[config.mk]
export PLATFORM = sky130hd
export DESIGN_NAME = tt_sweep_driver
export DESIGN_NICKNAME = d
export VERILOG_FILES = /design/src/rtl/tt_sweep_driver.sv
export SDC_FILE = /design/constraint.sdc
export NUM_CORES = 1
export LEC_CHECK = 0
export ABC_CLOCK_PERIOD_IN_PS = 1860
export CORE_ASPECT_RATIO = 0.7
export CORE_MARGIN = 3
export CORE_UTILIZATION = 46
export CTS_BUF_LIST = sky130_fd_sc_hd__clkbuf_4
export DETAILED_ROUTE_END_ITERATION = 16
export GPL_TIMING_DRIVEN = 0
export PLACE_DENSITY = 0.78
export SETUP_SLACK_MARGIN = 0.2
export SYNTH_ARGS = -nofsm -noshare
export SYNTH_HDL_FRONTEND = slang
export SYNTH_SLANG_ARGS = --single-unit
[constraint.sdc]
create_clock -name in_clk -period 1.86 [get_ports in_clk]
set_input_delay 0.372 -clock in_clk [delete_from_list [all_inputs] [get_ports in_clk]]
set_output_delay 0.372 -clock in_clk [all_outputs]
set_load 0.01 [all_outputs]
[src/rtl/tt_sweep_driver.sv]
// -----------------------------------------------------------------------------
// tt_sweep_driver
//
// Purpose:
//   Stimulus and checking engine for a small combinational function block with
//   inputs a/b/c and output y. A start pulse makes it walk every input
//   combination onto out_vec. Each vector is held for SETTLE cycles and then
//   sampled for one CAPTURE cycle. Each sampled y is written into a
//   truth-table word, and that word is compared bit-by-bit against in_expect.
//
// Configuration:
//   SWEEP_GRAY_EN  - when defined, out_vec steps in reflected Gray order so that
//                    only one input toggles per step. Table and expect
//                    indexing always use the real out_vec value, so the
//                    captured table is identical to the binary build.
//                    When undefined, out_vec counts up in plain binary.
//
// Parameters:
//   N_IN    - number of function inputs (out_vec width); table width 2**N_IN
//   SETTLE  - cycles each vector is held before y is sampled (legal 1..15)
//
// Ports:
//   in_clk         clock, rising edge
//   in_rst_n       asynchronous active-low reset
//   in_start       one-cycle sweep request, honoured only when idle
//   in_y           y output of the block under drive
//   in_expect      expected truth table, bit k = y for vector k
//   out_vec        applied vector, MSB drives a, LSB drives c
//   out_busy       high from sweep start until out_done
//   out_done       one-cycle pulse at end of sweep
//   out_table      captured truth table, bit k = sampled y for vector k
//   out_err_count  number of mismatching table bits
//   out_pass       1 when the last completed sweep had zero mismatches
// -----------------------------------------------------------------------------
module tt_sweep_driver #(
    parameter int N_IN   = 3,
    parameter int SETTLE = 2
) (
    input  logic                 in_clk,
    input  logic                 in_rst_n,
    input  logic                 in_start,
    input  logic                 in_y,
    input  logic [2**N_IN-1:0]   in_expect,
    output logic [N_IN-1:0]      out_vec,
    output logic                 out_busy,
    output logic                 out_done,
    output logic [2**N_IN-1:0]   out_table,
    output logic [N_IN:0]        out_err_count,
    output logic                 out_pass
);

    localparam int TBL_W = 2**N_IN;
    localparam int CNT_W = 4;
    localparam logic [CNT_W-1:0] SETTLE_LAST = CNT_W'(SETTLE - 1);

    typedef enum logic [1:0] {
        ST_IDLE    = 2'd0,
        ST_SETTLE  = 2'd1,
        ST_CAPTURE = 2'd2,
        ST_DONE    = 2'd3
    } state_t;

    // Maps the sweep step index onto the vector actually driven.
    function automatic logic [N_IN-1:0] vec_of_step(input logic [N_IN-1:0] step);
`ifdef SWEEP_GRAY_EN
        return step ^ (step >> 1'b1);
`else
        return step;
`endif
    endfunction

    state_t              state_r;
    state_t              next_state_s;
    logic [CNT_W-1:0]    cnt_r;
    logic [CNT_W-1:0]    cnt_nxt_s;
    // Step index is kept separately from out_vec so the end-of-sweep test is
    // the same in binary and Gray builds (all-ones step == last vector).
    logic [N_IN-1:0]     step_r;
    logic [N_IN-1:0]     step_nxt_s;
    logic [N_IN-1:0]     vec_nxt_s;
    logic                busy_nxt_s;
    logic                done_nxt_s;
    logic [TBL_W-1:0]    table_nxt_s;
    logic [N_IN:0]       err_nxt_s;
    logic                pass_nxt_s;
    logic                last_step_s;

    assign last_step_s = (step_r == {N_IN{1'b1}});

    // Next-state and next-output decode for the sweep FSM.
    always_comb begin
        next_state_s = state_r;
        cnt_nxt_s    = cnt_r;
        step_nxt_s   = step_r;
        vec_nxt_s    = out_vec;
        busy_nxt_s   = out_busy;
        done_nxt_s   = 1'b0;
        table_nxt_s  = out_table;
        err_nxt_s    = out_err_count;
        pass_nxt_s   = out_pass;

        case (state_r)
            ST_IDLE: begin
                if (in_start) begin
                    table_nxt_s  = {TBL_W{1'b0}};
                    err_nxt_s    = {(N_IN+1){1'b0}};
                    step_nxt_s   = {N_IN{1'b0}};
                    vec_nxt_s    = vec_of_step({N_IN{1'b0}});
                    cnt_nxt_s    = {CNT_W{1'b0}};
                    busy_nxt_s   = 1'b1;
                    pass_nxt_s   = 1'b0;
                    next_state_s = ST_SETTLE;
                end else begin
                    next_state_s = ST_IDLE;
                end
            end

            ST_SETTLE: begin
                cnt_nxt_s = cnt_r + {{(CNT_W-1){1'b0}}, 1'b1};
                if (cnt_r == SETTLE_LAST) begin
                    next_state_s = ST_CAPTURE;
                end else begin
                    next_state_s = ST_SETTLE;
                end
            end

            ST_CAPTURE: begin
                table_nxt_s[out_vec] = in_y;
                if (in_y != in_expect[out_vec]) begin
                    err_nxt_s = out_err_count + {{N_IN{1'b0}}, 1'b1};
                end else begin
                    err_nxt_s = out_err_count;
                end
                if (last_step_s) begin
                    done_nxt_s   = 1'b1;
                    next_state_s = ST_DONE;
                end else begin
                    step_nxt_s   = step_r + {{(N_IN-1){1'b0}}, 1'b1};
                    vec_nxt_s    = vec_of_step(step_r + {{(N_IN-1){1'b0}}, 1'b1});
                    cnt_nxt_s    = {CNT_W{1'b0}};
                    next_state_s = ST_SETTLE;
                end
            end

            ST_DONE: begin
                // out_err_count already holds the result of the final CAPTURE.
                busy_nxt_s   = 1'b0;
                pass_nxt_s   = (out_err_count == {(N_IN+1){1'b0}});
                next_state_s = ST_IDLE;
            end

            default: begin
                next_state_s = ST_IDLE;
            end
        endcase
    end

    // State and registered-output update.
    always_ff @(posedge in_clk or negedge in_rst_n) begin
        if (!in_rst_n) begin
            state_r       <= ST_IDLE;
            cnt_r         <= {CNT_W{1'b0}};
            step_r        <= {N_IN{1'b0}};
            out_vec       <= {N_IN{1'b0}};
            out_busy      <= 1'b0;
            out_done      <= 1'b0;
            out_table     <= {TBL_W{1'b0}};
            out_err_count <= {(N_IN+1){1'b0}};
            out_pass      <= 1'b0;
        end else begin
            state_r       <= next_state_s;
            cnt_r         <= cnt_nxt_s;
            step_r        <= step_nxt_s;
            out_vec       <= vec_nxt_s;
            out_busy      <= busy_nxt_s;
            out_done      <= done_nxt_s;
            out_table     <= table_nxt_s;
            out_err_count <= err_nxt_s;
            out_pass      <= pass_nxt_s;
        end
    end

endmodule

==> results.sh <==
export IMPL_status="complete, but fails checks"
export IMPL_violations="negative setup slack"
export IMPL_cp_max_fo=6
export IMPL_ys_seq_area_share_pct=47.2
export IMPL_pwr_density_cell_nw_per_um2=1070
export IMPL_core_area_sq_um=2550
export IMPL_antennaDiodeCount=0
export IMPL_fin_ws_ns=-0.0674
export IMPL_vias=1163
export IMPL_syn_area_per_cell_sq_um=9.65
export IMPL_grt_pass1_wl_mm=5.18
export IMPL_synth_top_area_share_pct=47.2
export IMPL_path_cells="buf_6, mux2i_1, mux4_2, xnor2_4, or4_1, nand3_1"
export IMPL_finalSetupViolCount=2
export IMPL_ys_top_cells_by_area="dfrtp_1 47%, ha_1 5.9%, o21ai_0 5.9%"
export IMPL_place_inst=195
export IMPL_dieHeight_um=50.0
export IMPL_io_buffers=29
export IMPL_layout_drive_gt1_share_pct=16.9
export IMPL_mostFrequentLayoutCell="dfrtp_1"
export IMPL_max_slew_margin_pct=31.3
export IMPL_grt_total_usage_pct=20.0
export IMPL_syn_num_nets=150
export IMPL_area_growth_pct=41.5
export IMPL_ios=30
export IMPL_place_gp_congestion=0.807
export IMPL_tritoncts="done"
export IMPL_hold_path_endpoint="cnt_r[3]$_DFFE_PN0P_"
export IMPL_rr_worst_depth=6
export IMPL_cp_required_ns=2.13
export IMPL_antenna_found_initial=0
export IMPL_worst_path_max_delay_cell="mux4_2"
export IMPL_fmaxAchievable_ghz=0.519
export IMPL_yosys_area_share_xor_xnor_pct=1.28
export IMPL_cts_root_buf="clkbuf_4"
export IMPL_drt_antenna_violating_nets=0
export IMPL_synth_cells=132
export IMPL_final_nets=196
export IMPL_synth_fa_ha_area_share_pct=5.89
export IMPL_placed_cell_area_sq_um=1620
export IMPL_synth_seq_cells=24
export IMPL_synth_simple_area_share_pct=18.5
export IMPL_dieWidth_um=68.9
export IMPL_dp_hpwl_mm=2.13
export IMPL_htreeDepth=1
export IMPL_cts_sinks=24
export IMPL_cts_made_buffers=3
export IMPL_r2r_slack_ns=-0.07
export IMPL_start_kind="flop"
export IMPL_worstSkewPairLatency_ns=0.32
export IMPL_first_global_vias=1090
export IMPL_synth_top_family_by_area="simple AND/OR/NAND/NOR gates"
export IMPL_maxCapViolations=0
export IMPL_yosysTopAreaCell="dfrtp_1"
export IMPL_drt_wirelength_per_cell_um=14.6
export IMPL_route_detailed_drc=0
export IMPL_drtPass1Iterations=4
export IMPL_hold_viol=0
export IMPL_dieArea_sq_um=3450
export IMPL_clk_pin_slew_ns=0.13
export IMPL_fin_crit_ns=1.93
export IMPL_ys_flop_type="dfrtp_1"
export IMPL_final_area_sq_um=1800
export IMPL_rsz0062_at_grt="yes"
export IMPL_ir_drop_mv=0.631
export IMPL_ys_types=30
export IMPL_rows=15
export IMPL_synth_compound_area_share_pct=16.3
export IMPL_netlist_area_sq_um=1270
export IMPL_grt_max_degree=25
export IMPL_viasPerCell=5.51
export IMPL_cts_hold_buffers=0
export IMPL_finalWirelength_mm=3.09
export IMPL_clockBufferDepth=2
export IMPL_max_stage_delay_ns=0.53
export IMPL_pre_cts_ws_ns=-0.367
export IMPL_worstPathArrival_ns=2.19
export IMPL_slew_viol_final=0
export IMPL_path_delay_family="multiplexers"
export IMPL_clock_skew_ns=0.00435
export IMPL_synth_edf_count=0
export IMPL_worstSetupEndpointType="flop"
export IMPL_ys_warn_count=0
export IMPL_worstMarginPinSlew_ns=1.03
export IMPL_p_leak_nw=0.891
export IMPL_holdPathStages=1
export IMPL_cp_buffers_inverters=1
export IMPL_layout_cells_non_filler=211
export IMPL_reg2reg_to="out_err_count[2]$_DFFE_PN0P_"
export IMPL_hold_path_class="reg -> reg"
export IMPL_drt_iter0_drc=99
export IMPL_synth_mux_area_share_pct=6.48
export IMPL_final_cell_mix="23 x dfrtp_1, 18 x clkdlybuf4s50_1, 17 x nand2_1, 12 x buf_4"
export IMPL_criticalPathCategory="reg -> reg"
export IMPL_hold_start="cnt_r[3]$_DFFE_PN0P_"
export IMPL_synth_async_reset_ratio_pct=100
export IMPL_period_share_pct=104
export IMPL_overflow=0
export IMPL_start_util_pct=49.9
export IMPL_r2r_start="step_r[0]$_DFFE_PN0P_"
[worst max-delay path by stage]
stage | start | end | cells after the start | slack (ns)
6_report | step_r[0]$_DFFE_PN0P_ | out_err_count[2]$_DFFE_PN0P_ | 6 | -0.07
5_1_grt | step_r[0]$_DFFE_PN0P_ | out_err_count[2]$_DFFE_PN0P_ | 6 | -0.12
3_5_place_dp | in_expect[7] | out_err_count[2]$_DFFE_PN0P_ | 6 | -0.37
4_1_cts | step_r[0]$_DFFE_PN0P_ | out_err_count[2]$_DFFE_PN0P_ | 6 | -0.06
2_1_floorplan | step_r[0]$_DFFE_PN0P_ | out_err_count[2]$_DFFE_PN0P_ | 6 | -0.05
3_3_place_gp | in_expect[7] | out_err_count[3]$_DFFE_PN0P_ | 6 | -0.29
[area by class of cell]
type	count	area, sq um
Tap cell	34	42.5
Clock inverter	1	3.75
Inverter	8	30.0
Multi-Input combinational cell	95	676
Fill cell	209	751
Clock buffer	3	22.5
Buffer	5	27.5
Timing Repair Buffer	41	398
Sequential cell	24	602
[through the flow]
stage	power, mW	util (%)	hold WS, ns	TNS [ns]
after floorplan	1.25	-	0.0764	-0.105
after global placement	1.51	63.4	0.471	-0.826
after detailed placement	1.54	63.4	0.480	-1.08
after CTS	1.84	66.8	0.501	-0.0927
after global routing	2.10	70.6	0.523	-0.321
final	1.94	70.6	0.510	-0.125
[layer usage]
metal | vias up | share of wire, % | GRT usage, %
met5 | - | 0 | 0
met4 | 0 | 1.4 | 4.85
met2 | 28 | 49 | 30.5
met1 | 562 | 46 | 28.1
met3 | 7 | 3.0 | 5.01
li1 | 566 | - | -
[worst register-to-register path, stage by stage, from the launching register on]
cell     delay (ns)
dfrtp_1        0.42
buf_6          0.14
mux2i_1        0.12
mux4_2         0.53
xnor2_4        0.17
or4_1          0.41
nand3_1        0.09
[logic make-up (layout without fill, tap and decap cells)]
family | count (synthesis) | after routing
AOI/OAI and AO/OA | 33 | 33
xor gates and xnor gates | 1 | 1
adders and majority gates | 6 | 6
buffers and inverters | 13 | 58
DFF | 24 | 24
muxes | 7 | 7
and+or+nand+nor | 48 | 48
[flip-flops by register name (all words and copies together), names as in the netlist]
signal	cells
out_table	8
cnt_r	4
out_err_count	4
step_r	3
state_r	2
out_busy	1
out_done	1
out_pass	1
[synthesized netlist by cell type, drive strengths merged, types with 3 or more instances]
cell and number:
a21oi 3, o21ai 16, ha 6, inv 7, dfrtp 24, clkbuf 4
nor3b 3, nand2 17, o211ai 4, mux2i 6, nand3 12, nor2 6
o311ai 3
[power by group]
part           switching [mW]  total [mW]  internal [mW]  leakage [nW]
logic                   0.534       0.983          0.450         0.555
clock network           0.158       0.237         0.0787        0.0154
registers              0.0890       0.716          0.627         0.321
total                   0.781        1.94           1.16         0.891
[what timing repair did]
item / in CTS / in global routing
gates cloned: 0 / 0
gates resized for setup: 6 / 25
pin swaps: 1 / 2
buffers inserted: 8 / 4
setup endpoints to repair: 13 / 30
hold endpoints to repair: 0 / 0
(Power assumes the default switching activity.)
